===== src/rtl/anfsqrt_ctrl_pkg.sv =====
// Shared definitions for the ANF integer square-root unit.
// Holds widths, FSM encoding, the iteration record and the bit-square helper.
package anfsqrt_ctrl_pkg;

  localparam int ANFSQRT_W      = 32;
  localparam int ANFSQRT_ROOT_W = 16;
  localparam int ANFSQRT_REM_W  = 17;
  localparam int ANFSQRT_STEPS  = 16;

  localparam logic [ANFSQRT_W-1:0] ATT_INIT = 32'h0001_0000;

  typedef enum logic [1:0] {
    ST_IDLE = 2'd0,
    ST_RUN  = 2'd1,
    ST_DONE = 2'd2
  } state_e;

  // One iteration's working set: trial bit, remaining radicand, partial root.
  typedef struct packed {
    logic [ANFSQRT_W-1:0] att;
    logic [ANFSQRT_W-1:0] eps;
    logic [ANFSQRT_W-1:0] res;
  } iter_t;

  // Square of a one-hot root bit: bit i moves to bit 2i, so this is pure wiring.
  function automatic logic [ANFSQRT_W-1:0] bit_square(input logic [ANFSQRT_ROOT_W-1:0] b);
    logic [ANFSQRT_W-1:0] sq;
    sq = '0;
    for (int i = 0; i < ANFSQRT_ROOT_W; i++) begin
      sq[2*i] = b[i];
    end
    return sq;
  endfunction

endpackage


===== src/rtl/anfsqrt_sqrtiu.sv =====
// One combinational iteration of the digit-by-digit square root.
// Resolves a single root bit: subtract (res + bit^2) from eps when it fits.
module anfsqrt_sqrtiu
  import anfsqrt_ctrl_pkg::*;
(
  input  iter_t cur,
  output iter_t nxt
);

  logic [ANFSQRT_W-1:0] att_sh;
  logic [ANFSQRT_W-1:0] one;
  logic [ANFSQRT_W-1:0] trial;

  // att walks one bit lower per step; rotating keeps every bit in use.
  assign att_sh = {cur.att[0], cur.att[ANFSQRT_W-1:1]};
  assign one    = bit_square(att_sh[ANFSQRT_ROOT_W-1:0]);
  assign trial  = cur.res + one;

  always_comb begin
    nxt.att = att_sh;
    if (cur.eps >= trial) begin
      nxt.eps = cur.eps - trial;
      nxt.res = (cur.res >> 1) + one;
    end else begin
      nxt.eps = cur.eps;
      nxt.res = cur.res >> 1;
    end
  end

endmodule


===== src/rtl/anfsqrt_ctrl.sv =====
// Dispatcher for the ANF square root: accepts a radicand, steps IPC chained
// iteration units per cycle for 16/IPC cycles, then holds root and remainder.
module anfsqrt_ctrl
  import anfsqrt_ctrl_pkg::*;
#(
  parameter int IPC = 1
) (
  input  logic                      clk,
  input  logic                      rst_n,
  input  logic                      in_valid,
  output logic                      in_ready,
  input  logic [ANFSQRT_W-1:0]      in_n,
  output logic                      out_valid,
  input  logic                      out_ready,
  output logic [ANFSQRT_ROOT_W-1:0] out_root,
  output logic [ANFSQRT_REM_W-1:0]  out_rem
);

  localparam int CYCLES = ANFSQRT_STEPS / IPC;
  localparam int CNT_W  = $clog2(CYCLES) + 1;
  localparam logic [CNT_W-1:0] CNT_INIT = CNT_W'(CYCLES);
  localparam logic [CNT_W-1:0] CNT_LAST = CNT_W'(1);

  if (!(IPC == 1 || IPC == 2 || IPC == 4 || IPC == 8 || IPC == 16)) begin : g_bad_ipc
    $error("anfsqrt_ctrl: IPC must be 1, 2, 4, 8 or 16");
  end

  state_e           state_q, state_d;
  iter_t            cur_q;
  logic [CNT_W-1:0] cnt_q;
  logic             load, step;

  iter_t [IPC:0] chain;

  assign chain[0] = cur_q;

  for (genvar k = 0; k < IPC; k++) begin : g_iu
    anfsqrt_sqrtiu u_iu (
      .cur (chain[k]),
      .nxt (chain[k+1])
    );
  end

  // NOTE: every output of this block gets a default first so no path can
  // leave a signal unassigned and infer a latch.
  always_comb begin
    state_d   = state_q;
    in_ready  = 1'b0;
    out_valid = 1'b0;
    load      = 1'b0;
    step      = 1'b0;
    unique case (state_q)
      ST_IDLE: begin
        in_ready = 1'b1;
        if (in_valid) begin
          load    = 1'b1;
          state_d = ST_RUN;
        end
      end
      ST_RUN: begin
        step = 1'b1;
        if (cnt_q == CNT_LAST) state_d = ST_DONE;
      end
      ST_DONE: begin
        out_valid = 1'b1;
        in_ready  = out_ready;
        if (out_ready) begin
          if (in_valid) begin
            load    = 1'b1;
            state_d = ST_RUN;
          end else begin
            state_d = ST_IDLE;
          end
        end
      end
      default: state_d = ST_IDLE;
    endcase
  end

  assign out_root = out_valid ? cur_q.res[ANFSQRT_ROOT_W-1:0] : '0;
  assign out_rem  = out_valid ? cur_q.eps[ANFSQRT_REM_W-1:0]  : '0;

  // NOTE: state registers use non-blocking assignments so every flop samples
  // pre-edge values regardless of statement order.
  always_ff @(posedge clk or negedge rst_n) begin
    if (!rst_n) begin
      state_q <= ST_IDLE;
      cur_q   <= '0;
      cnt_q   <= '0;
    end else begin
      state_q <= state_d;
      if (load) begin
        cur_q <= '{att: ATT_INIT, eps: in_n, res: '0};
        cnt_q <= CNT_INIT;
      end else if (step) begin
        cur_q <= chain[IPC];
        cnt_q <= cnt_q - CNT_LAST;
      end
    end
  end

endmodule


===== config.mk =====
export PLATFORM = sky130hd
export DESIGN_NAME = anfsqrt_ctrl
export DESIGN_NICKNAME = d
export VERILOG_FILES = /design/src/rtl/anfsqrt_ctrl_pkg.sv /design/src/rtl/anfsqrt_sqrtiu.sv /design/src/rtl/anfsqrt_ctrl.sv
export SDC_FILE = /design/constraint.sdc
export NUM_CORES = 1
export LEC_CHECK = 0
export ABC_AREA = 1
export BUFFER_PORTS_ARGS = -buffer_cell sky130_fd_sc_hd__buf_4
export CAP_MARGIN = 25
export CORE_AREA = 4 4 159 161
export DETAILED_ROUTE_END_ITERATION = 7
export DIE_AREA = 0 0 163 165
export PLACE_DENSITY = 0.68
export SETUP_SLACK_MARGIN = 0.1
export SYNTH_ARGS = -nofsm -noshare
export SYNTH_HDL_FRONTEND = slang
export SYNTH_HIERARCHICAL = 1
export SYNTH_SLANG_ARGS = --single-unit

===== constraint.sdc =====
create_clock -name clk -period 9 [get_ports clk]
set_input_delay 0.45 -clock clk [delete_from_list [all_inputs] [get_ports clk]]
set_output_delay 0.45 -clock clk [all_outputs]
set_load 0.02 [all_outputs]

==> metrics.txt, run 1 <==
status=completed; final hold violation count=0; simple logic cell fraction of the synthesized area=46.0%; met2 Resource Use GR=48.9%; chip width=163 µm; top cells by area, synth=nand2_1 30%, dfrtp_1 21%, inv_1 11%, ha_1 7.1%, nand3_1 5.7%; hold-fix buffers at CTS=0; mux contribution to synthesized area=0%; largest family of logic cells by synthesized area=simple AND/OR/NAND/NOR gates; RSZ-0062 raised after global routing=false; pin count of the biggest net entering global routing=94; Detailed Place HPWL=27000 µm; Post-Route Utilization=53.0%; Die Ht=165 µm; via count=12500; Worst Path Arrival=5.38 ns; post-synth cell types=35; CP max-delay cell=inv_4; number of post-CTS setup repair buffers=0; met1 Use GR=35.1%; number of global-route vias before repair=12200; Cells after Synth=2154; layout cells sized above 1=5.26%; post-synthesis xor/xnor area fraction=3.79%; I/O Pins=71; Final Cycle Share=56.2%; clk_skew=0.0200 ns; Crit Path Category=reg2reg; P_leak=7.66 nW; CP startpoint kind=flip-flop; PostCTS Resize Cnt=0; CP peak stage delay=0.74 ns; Final GP Congestion=0.970; Initial Utilization=50.1%; Yosys top cell area share=30.2%; Final #Nets=2249; Power Dens Cells=394 nW/µm²; Synth Area in Compound Gates=5.47%; Slew Viols, Final=0; syn avg cell area=5.57 µm²; clock sinks=103; maxcap violations=0; final setup vio count=0; gr busiest metal=met2; WL/cell=14.3 µm; ANT nets after route=0; final setup TNS=0 ns; Synth Area in Adders=7.25%; port bufs=70; Longest Clk Path Bufs=2; worst vdd ir=0.000213 V; Syn. warnings=6; synthesized flop and latch total=103; Clk pin slew, worst setup/hold paths=0.09 ns; Post-Syn Area=12000 µm²; sequential area share after synthesis=21.5%; GRT overflow=0; Rows=57; CP Capture Type=flip-flop; Slew @ Worst Pin=0.944 ns; drt total wl=35400 µm; met3 Use GR=2.25%; drt drc=0; core area=24000 µm²; first-pass GRT wire length=59400 µm; Ant. Diodes=0; WP data required=9.32 ns; Synthesized Nets=2259; GRT Total Usage=27.2%; H-tree Lvls=3; Area growth syn-to-layout=5.76%; 1st-iter DRT viols=939; initial antenna violation count=0; Vias/cell=5.04; Synth area leader=nand2_1; Skew-Pair Late Insertion Delay=0.38 ns; Slew HR=37.1%; minimum clock period=5.06 ns; Critical Path Fanout Max=73; Crit path top cell by count=nand2_1; die area=26900 µm²; Max Fclk=198 MHz; root buffer cell=clkbuf_16; CTS tree=yes; R2R Setup Slk=3.94 ns; Hold Path Class=in2async; drt pass-1 iters=5; Num CTS Buffers=9
[stage by stage]
stage                     cells  instance area [µm²]  setup WS, ns  power (mW)  hold slack (ns)
after floorplan            2154                12000          5.81        3.81            0.154
after global placement     2457                12400          4.06        4.50            0.470
after detailed placement   2457                12400          4.00        4.56            0.487
after CTS                  2473                12700          3.95        5.00            0.120
after global routing       2473                12700          3.39        5.63            0.140
final                      2473                12700          3.94        5.00           0.0916
[cell usage in the layout, fill, tap and decap left out, types with 3 or more instances in the layout]
cell type,n
nand4_1,51
nor3_1,17
nand2_2,4
xnor2_1,12
a21oi_1,45
inv_1,347
nor2_2,5
o21ai_1,12
o21ai_0,53
a21o_1,3
buf_4,76
o21bai_1,7
inv_2,5
xor2_1,40
ha_1,68
nand3_1,136
dfrtp_1,103
nand3b_1,11
and2_1,9
nand2_1,966
nor2_1,151
clkbuf_16,9
[worst max-delay path: cells and delay by family (launching register included)]
family / cells / cell delay (ns)
compound gates: 5 / 0.99
fa+ha+maj: 2 / 0.75
buf+inv: 4 / 0.92
flops: 1 / 0.52
simple gates: 15 / 1.79
[per-layer routing]
layer	share of wire (%)	vias up
met1	45	5655
met2	49	261
met4	2.2	0
met5	0	-
li1	-	6511
met3	4.1	46
[where the power goes]
group	switching, mW	internal (mW)	total, mW	leakage [nW]
Combinational	2.45	1.22	3.67	6.17
Sequential	0.262	0.641	0.903	1.35
Clock	0.224	0.198	0.421	0.143
[state kept, by name, indices dropped and copies added (netlist names)]
signal / cells
chain: 96
state_q: 2
cnt_q: 5
[layout make-up]
| type | instances | area (µm²) |
|---|---|---|
| multi-input cells | 1600 | 7510 |
| inverters | 354 | 1330 |
| repair buffers | 76 | 571 |
| fillers | 2647 | 11300 |
| clock buffers | 9 | 225 |
| flip-flops and latches | 103 | 2580 |
| well taps | 324 | 405 |
| clock inverters | 7 | 72.6 |
[cell usage after synthesis (all sizes together)]
| cell | instances |
|---|---|
| xor2 | 40 |
| xnor2 | 12 |
| clkbuf | 27 |
| o21ai | 65 |
| nor3b | 1 |
| fa | 1 |
| buf | 70 |
| ha | 68 |
| nor2 | 157 |
| nand2 | 971 |
| a211oi | 1 |
| a21o | 3 |
| and2 | 9 |
| o21bai | 7 |
| clkinv | 1 |
| nand3b | 11 |
| a21oi | 47 |
| nand4 | 51 |
| nand3 | 138 |
| dfrtp | 103 |
| o22ai | 1 |
| inv | 353 |
| nor3 | 17 |
[logic make-up (layout without fill, tap and decap cells)]
kind of cell / count (synthesis) / after routing
and+or+nand+nor: 1355 / 1355
adders and majority gates: 69 / 69
DFF: 103 / 103
AOI/OAI and AO/OA: 124 / 124
buffers and inverters: 451 / 446
xor gates and xnor gates: 52 / 52
[final timing paths]
check | cells past startpoint | start | end
max | 26 | chain[12] | chain[12]
max reg2reg | 26 | chain[12] | chain[12]
min | 1 | rst_n | chain[92]
max in group asynchronous | 2 | rst_n | chain[51]
min reg2reg | 2 | chain[81] | chain[80]
min in group clk | 2 | out_ready | state_q[1]
No activity file was read; power rests on OpenSTA's default activity.
==> run 2: changes to the inputs <==
--- a/config.mk
+++ b/config.mk
@@ -5,13 +5,13 @@
 export SDC_FILE = /design/constraint.sdc
 export NUM_CORES = 1
 export LEC_CHECK = 0
-export ABC_AREA = 1
+export ABC_AREA = 0
 export BUFFER_PORTS_ARGS = -buffer_cell sky130_fd_sc_hd__buf_4
 export CAP_MARGIN = 25
-export CORE_AREA = 4 4 159 161
+export CORE_AREA = 4 4 138 140
 export DETAILED_ROUTE_END_ITERATION = 7
-export DIE_AREA = 0 0 163 165
-export PLACE_DENSITY = 0.68
+export DIE_AREA = 0 0 142 144
+export PLACE_DENSITY = 0.69
 export SETUP_SLACK_MARGIN = 0.1
 export SYNTH_ARGS = -nofsm -noshare
 export SYNTH_HDL_FRONTEND = slang
==> constraint.sdc (replaced) <==
create_clock -name clk -period 5.09 [get_ports clk]
set_input_delay 0.2545 -clock clk [delete_from_list [all_inputs] [get_ports clk]]
set_output_delay 0.2545 -clock clk [all_outputs]
set_load 0.02 [all_outputs]
==> run 2 against run 1 <==
Net effect:
- the flow now finishes with violations (hold timing)
- largest power group unchanged
- sequential cell count stayed put
- final cell count decreased by 44%
- highest routed layer unchanged
- non-clock buffer count rose by 32
- hold slack lost 0.14 ns
- critical path type unchanged
- die area is 24% lower
- clock skew down 0.011 ns
- via count fell by 37%
- sequential share of layout area up 5.5 points
==> metrics.txt, run 2 <==
status=finished with violations; violated checks=hold timing; drt total wl=21600 µm; Syn. warnings=6; RR Endpoint=chain[22]; Post-synth EDFFs=0; clk_skew=0.00854 ns; via count=7811; layout cells sized above 1=16.0%; port bufs=70; synthesized flop and latch total=103; Num CTS Buffers=9; minimum clock period=4.85 ns; core area=17800 µm²; Synthesized Nets=1222; drt drc=0; commonest cells after routing, fill and taps aside=234 x nand2_1, 101 x dfrtp_1, 101 x buf_4; maxcap violations=0; CP startpoint kind=flip-flop; pin count of the biggest net entering global routing=69; first-pass GRT wire length=35800 µm; CTS tree=yes; ANT nets after route=0; largest family of logic cells by synthesized area=compound AO/OA/AOI/OAI gates; WP data required=5.30 ns; Slew @ Worst Pin=0.800 ns; P_leak=4.33 nW; Synth Area in Adders=9.69%; Worst Path Arrival=5.06 ns; Initial Utilization=50.4%; Post-Syn Area=8980 µm²; Fin Hold WS=-0.0495 ns; root buffer cell=clkbuf_16; number of global-route vias before repair=7190; Hold Path Class=in2async; GRT overflow=0; r2r worst-path depth=21; RSZ-0062 raised after global routing=false; sequential area share after synthesis=28.7%; PnR Total Power=7.57 mW; Power Dens Cells=757 nW/µm²; Clk pin slew, worst setup/hold paths=0.07 ns; post-synthesis xor/xnor area fraction=8.77%; WL/cell=15.7 µm; Rows=49; final hold violation count=24; Reg-to-Reg Start=chain[71]; Slew Viols, Final=0; initial antenna violation count=0; ys flop type=dfrtp_1; asr flop ratio synth=100%; CP Capture Type=flip-flop; H-tree Lvls=3; Worst Setup SP=chain[71]; most common cell after layout, fill and taps aside=nand2_1; Ant. Diodes=0; R2R Setup Slk=0.24 ns; top cells by count, synth=234 x nand2_1, 103 x dfrtp_1, 86 x a21oi_1; count leader, synth=nand2_1; Die Ht=144 µm; die area=20400 µm²; clock sinks=103; Area growth syn-to-layout=11.3%; placed inst area=9450 µm²; worst setup margin=0.244 ns; Vias/cell=5.67; Yosys top cell area share=28.7%; Final #Nets=1250; Synth area leader=dfrtp_1; Final GP Congestion=0.868; Skew-Pair Late Insertion Delay=0.36 ns; final setup vio count=0; GRT Total Usage=21.2%; final setup TNS=0 ns; syn avg cell area=8.04 µm²; max reg flops=96; Longest Clk Path Bufs=2; mux contribution to synthesized area=4.30%; chip width=142 µm; post-synth cell types=66; Crit Path Category=reg2reg; final instance area=9990 µm²; top cells by area, synth=dfrtp_1 29%, nand2_1 9.8%, ha_1 9.5%, xor2_1 5.4%, a21oi_1 4.8%; Critical Path Fanout Max=16; Synth Area in Compound Gates=20.8%; 1st-iter DRT viols=572; Setup WS pre-CTS=0.0543 ns; simple logic cell fraction of the synthesized area=20.5%; drt pass-1 iters=5; Fillers=1661; Detailed Place HPWL=14700 µm; Slew HR=46.7%; hold-fix buffers at CTS=0; Cells after Synth=1117; Max Fclk=206 MHz; Final Cycle Share=95.2%; I/O Pins=71; worst vdd ir=0.000512 V; CP endpoint=chain[22]
## run 2: layout make-up
class	count	area [µm²]	area share (%)
clock buffers	11	243	2.43
clock inverters	4	31.3	0.313
inverters	18	67.6	0.676
multi-input cells	905	5890	58.9
flip-flops and latches	103	2580	25.8
well taps	229	287	2.87
repair buffers	108	898	8.99
## run 2: worst min path at each step
stage               startpoint   endpoint  slack [ns]  cells past startpoint
finish                   rst_n  chain[64]       -0.05                      1
global placement         rst_n  chain[64]        0.38                      1
floorplan                rst_n   chain[0]       -0.04                      0
detailed placement       rst_n  chain[64]        0.38                      1
CTS                      rst_n  chain[64]      0.0009                      1
global route             rst_n  chain[64]        0.04                      1
## run 2: logic make-up after synthesis
logic type / after synthesis
AND/OR/NAND/NOR: 410
buffers and inverters: 109
multiplexers: 38
flip-flops: 103
AO/OA/AOI/OAI: 298
adder cells (fa/ha/maj): 69
XOR/XNOR: 90
## run 2: routing by layer
layer  routed length [µm]  GRT usage [%]  vias to the layer above
li1                     -              -                     3926
met1                10600           30.6                     3692
met2                 9880           33.8                      171
met3                  847           3.01                       22
met4                  263           4.75                        0
met5                    0              0                        -
## run 2: timing repair
| item | CTS | global route |
|---|---|---|
| setup buffers | 2 | 8 |
| pin swaps | 1 | 2 |
| resized for setup | 0 | 27 |
| endpoints found under the setup margin | 10 | 64 |
| gates cloned | 1 | 2 |
## run 2: where the power goes
| part | internal [mW] | switching [mW] | leakage (nW) |
|---|---|---|---|
| combinational | 2.39 | 2.99 | 2.84 |
| clock | 0.347 | 0.336 | 0.136 |
| sequential | 1.13 | 0.369 | 1.36 |
| total | 3.87 | 3.70 | 4.33 |
## run 2: worst max-delay path, stage by stage, from the launching register on
cell and delay [ns]:
dfrtp_2 0.45, ha_4 0.29, nand2_1 0.07, or3_1 0.41, or3_4 0.43, a31oi_4 0.22, a21o_1 0.16, a31o_1 0.19
nand2_1 0.07, xor2_1 0.15, ha_1 0.30, nand2_1 0.08, nor2_1 0.05, a211oi_2 0.19, o21ai_1 0.12, a211o_1 0.34
o32ai_4 0.40, buf_6 0.17, buf_12 0.15, mux2_1 0.33, nand2_1 0.07, a21oi_2 0.06
## run 2: stage by stage
stage	utilization [%]	hold slack (ns)	instances
after detailed placement	53.0	0.380	1350
after floorplan	-	-0.0411	1117
final	56.0	-0.0495	1378
after global routing	56.0	0.0359	1378
after global placement	52.9	0.376	1349
after CTS	54.8	0.000938	1368
==> run 3: changes to the inputs <==
--- a/config.mk
+++ b/config.mk
@@ -9,9 +9,10 @@
 export BUFFER_PORTS_ARGS = -buffer_cell sky130_fd_sc_hd__buf_4
 export CAP_MARGIN = 25
 export CORE_AREA = 4 4 138 140
+export CTS_CLUSTER_DIAMETER = 100
 export DETAILED_ROUTE_END_ITERATION = 7
 export DIE_AREA = 0 0 142 144
-export PLACE_DENSITY = 0.69
+export PLACE_DENSITY = 0.79
 export SETUP_SLACK_MARGIN = 0.1
 export SYNTH_ARGS = -nofsm -noshare
 export SYNTH_HDL_FRONTEND = slang
==> run 3 against run 2 <==
Net effect:
- the run still ends with hold timing left
- final cell count is 0.15% higher
- sequential share of layout area shrank 0.14 points
- highest routed layer unchanged
- sequential cell count is the same
- clock skew grew 0.00084 ns
- die area unchanged
- design area up 0.64%
- combinational power is 0.9% lower
- fmax grew 1.1%
==> metrics.txt, run 3 (synthesized netlist as in run 2, its figures left out) <==
status=finished with violations; violated checks=hold timing; Clk pin slew, worst setup/hold paths=0.08 ns; Ant. Diodes=0; ANT nets after route=0; final setup TNS=0 ns; layout cells sized above 1=16.9%; Crit Path Category=reg2reg; Num CTS Buffers=9; root buffer cell=clkbuf_16; Setup WS pre-CTS=0.0566 ns; Final Cycle Share=94.2%; first-pass GRT wire length=36200 µm; Slew Viols, Final=0; hold-fix buffers at CTS=0; Power Dens Cells=754 nW/µm²; RR Endpoint=chain[35]; Skew-Pair Late Insertion Delay=0.36 ns; PnR Total Power=7.59 mW; core area=17800 µm²; GRT Total Usage=21.3%; drt pass-1 iters=5; Final #Nets=1251; CTS tree=yes; final cell count without fillers=1380; Rows=49; number of global-route vias before repair=7440; worst setup margin=0.297 ns; port bufs=70; Detailed Place HPWL=15100 µm; Slew @ Worst Pin=0.861 ns; H-tree Lvls=3; die area=20400 µm²; clock sinks=103; CP startpoint kind=flip-flop; final setup vio count=0; I/O Pins=71; final hold violation count=13; clk_skew=0.00938 ns; Initial Utilization=50.4%; Critical Path Fanout Max=44; WP data required=5.36 ns; Max Fclk=209 MHz; dpl cells=1354; drt total wl=21700 µm; R2R Setup Slk=0.30 ns; Final GP Congestion=0.883; Worst Path Arrival=5.06 ns; CP Capture Type=flip-flop; 1st-iter DRT viols=605; Fin Hold WS=-0.0159 ns; chip width=142 µm; maxcap violations=0; via count=7895; minimum clock period=4.79 ns; RSZ-0062 raised after global routing=false; pin count of the biggest net entering global routing=67; Reg-to-Reg Start=chain[2]; r2r worst-path depth=19; Die Ht=144 µm; initial antenna violation count=0; Vias/cell=5.72; Hold Path Class=in2async; worst vdd ir=0.000338 V; WL/cell=15.7 µm; Longest Clk Path Bufs=2; Slew HR=42.6%; P_leak=4.33 nW; most common cell after layout, fill and taps aside=nand2_1; commonest cells after routing, fill and taps aside=234 x nand2_1, 102 x buf_4, 99 x dfrtp_1; drt drc=0; GRT overflow=0; Area growth syn-to-layout=12.0%; max reg flops=96
==> run 3: area by class of cell <==
class,instances,area (µm²)
fillers,1555,7780
multi-input cells,905,5920
flip-flops and latches,103,2580
repair buffers,109,901
well taps,229,287
clock buffers,9,225
clock inverters,7,80.1
inverters,18,67.6
==> run 3: how the worst max path moves through the flow <==
stage | from | to | slack, ns | depth (start not counted)
after CTS | chain[69] | chain[33] | 0.15 | 20
after global routing | chain[6] | chain[17] | 0.08 | 23
final | chain[2] | chain[35] | 0.30 | 19
after detailed placement | chain[10] | chain[33] | 0.06 | 20
after global placement | chain[10] | chain[33] | 0.17 | 20
after floorplan | chain[12] | chain[33] | 0.32 | 20
==> run 3: repair_timing <==
action,in CTS,in global routing
buffers inserted,0,9
pin swaps,1,14
resized for setup,2,31
cloned,0,1
setup endpoints to repair,12,63
==> run 3: layer usage <==
layer  routed length (µm)  vias to the layer above  GRT usage, %
li1                     -                     3911             -
met1                 9760                     3716          28.9
met2                10300                      227          35.2
met3                 1150                       41          3.47
met4                  465                        0          6.01
met5                    0                        -             0
==> run 3: worst max-delay path, cell delays in order (launching register included) <==
cell      delay, ns
dfrtp_2        0.47
ha_4           0.28
a311o_1        0.31
a31oi_4        0.21
o311ai_2       0.16
a31o_2         0.30
a221o_2        0.39
a31oi_4        0.22
xor2_1         0.20
ha_1           0.32
a21oi_1        0.20
o21ai_1        0.11
a211o_1        0.31
o32ai_4        0.38
buf_4          0.19
buf_12         0.19
nand2_1        0.07
o21ai_1        0.08
mux2i_1        0.08
o21ai_0        0.21
==> run 3: through the flow <==
step | utilization, % | hold slack, ns | instance area [µm²]
after global placement | 53.1 | 0.405 | 9470
final | 56.4 | -0.0159 | 10100
after global routing | 56.4 | 0.0675 | 10100
after CTS | 55.1 | 0.0296 | 9840
after detailed placement | 53.3 | 0.411 | 9510
after floorplan | - | -0.0411 | 8980
==> run 3: power by group <==
part / total, mW / internal, mW / switching, mW
logic: 5.33 / 2.36 / 2.97
clock network: 0.738 / 0.389 / 0.349
registers: 1.52 / 1.14 / 0.380
total: 7.59 / 3.88 / 3.70
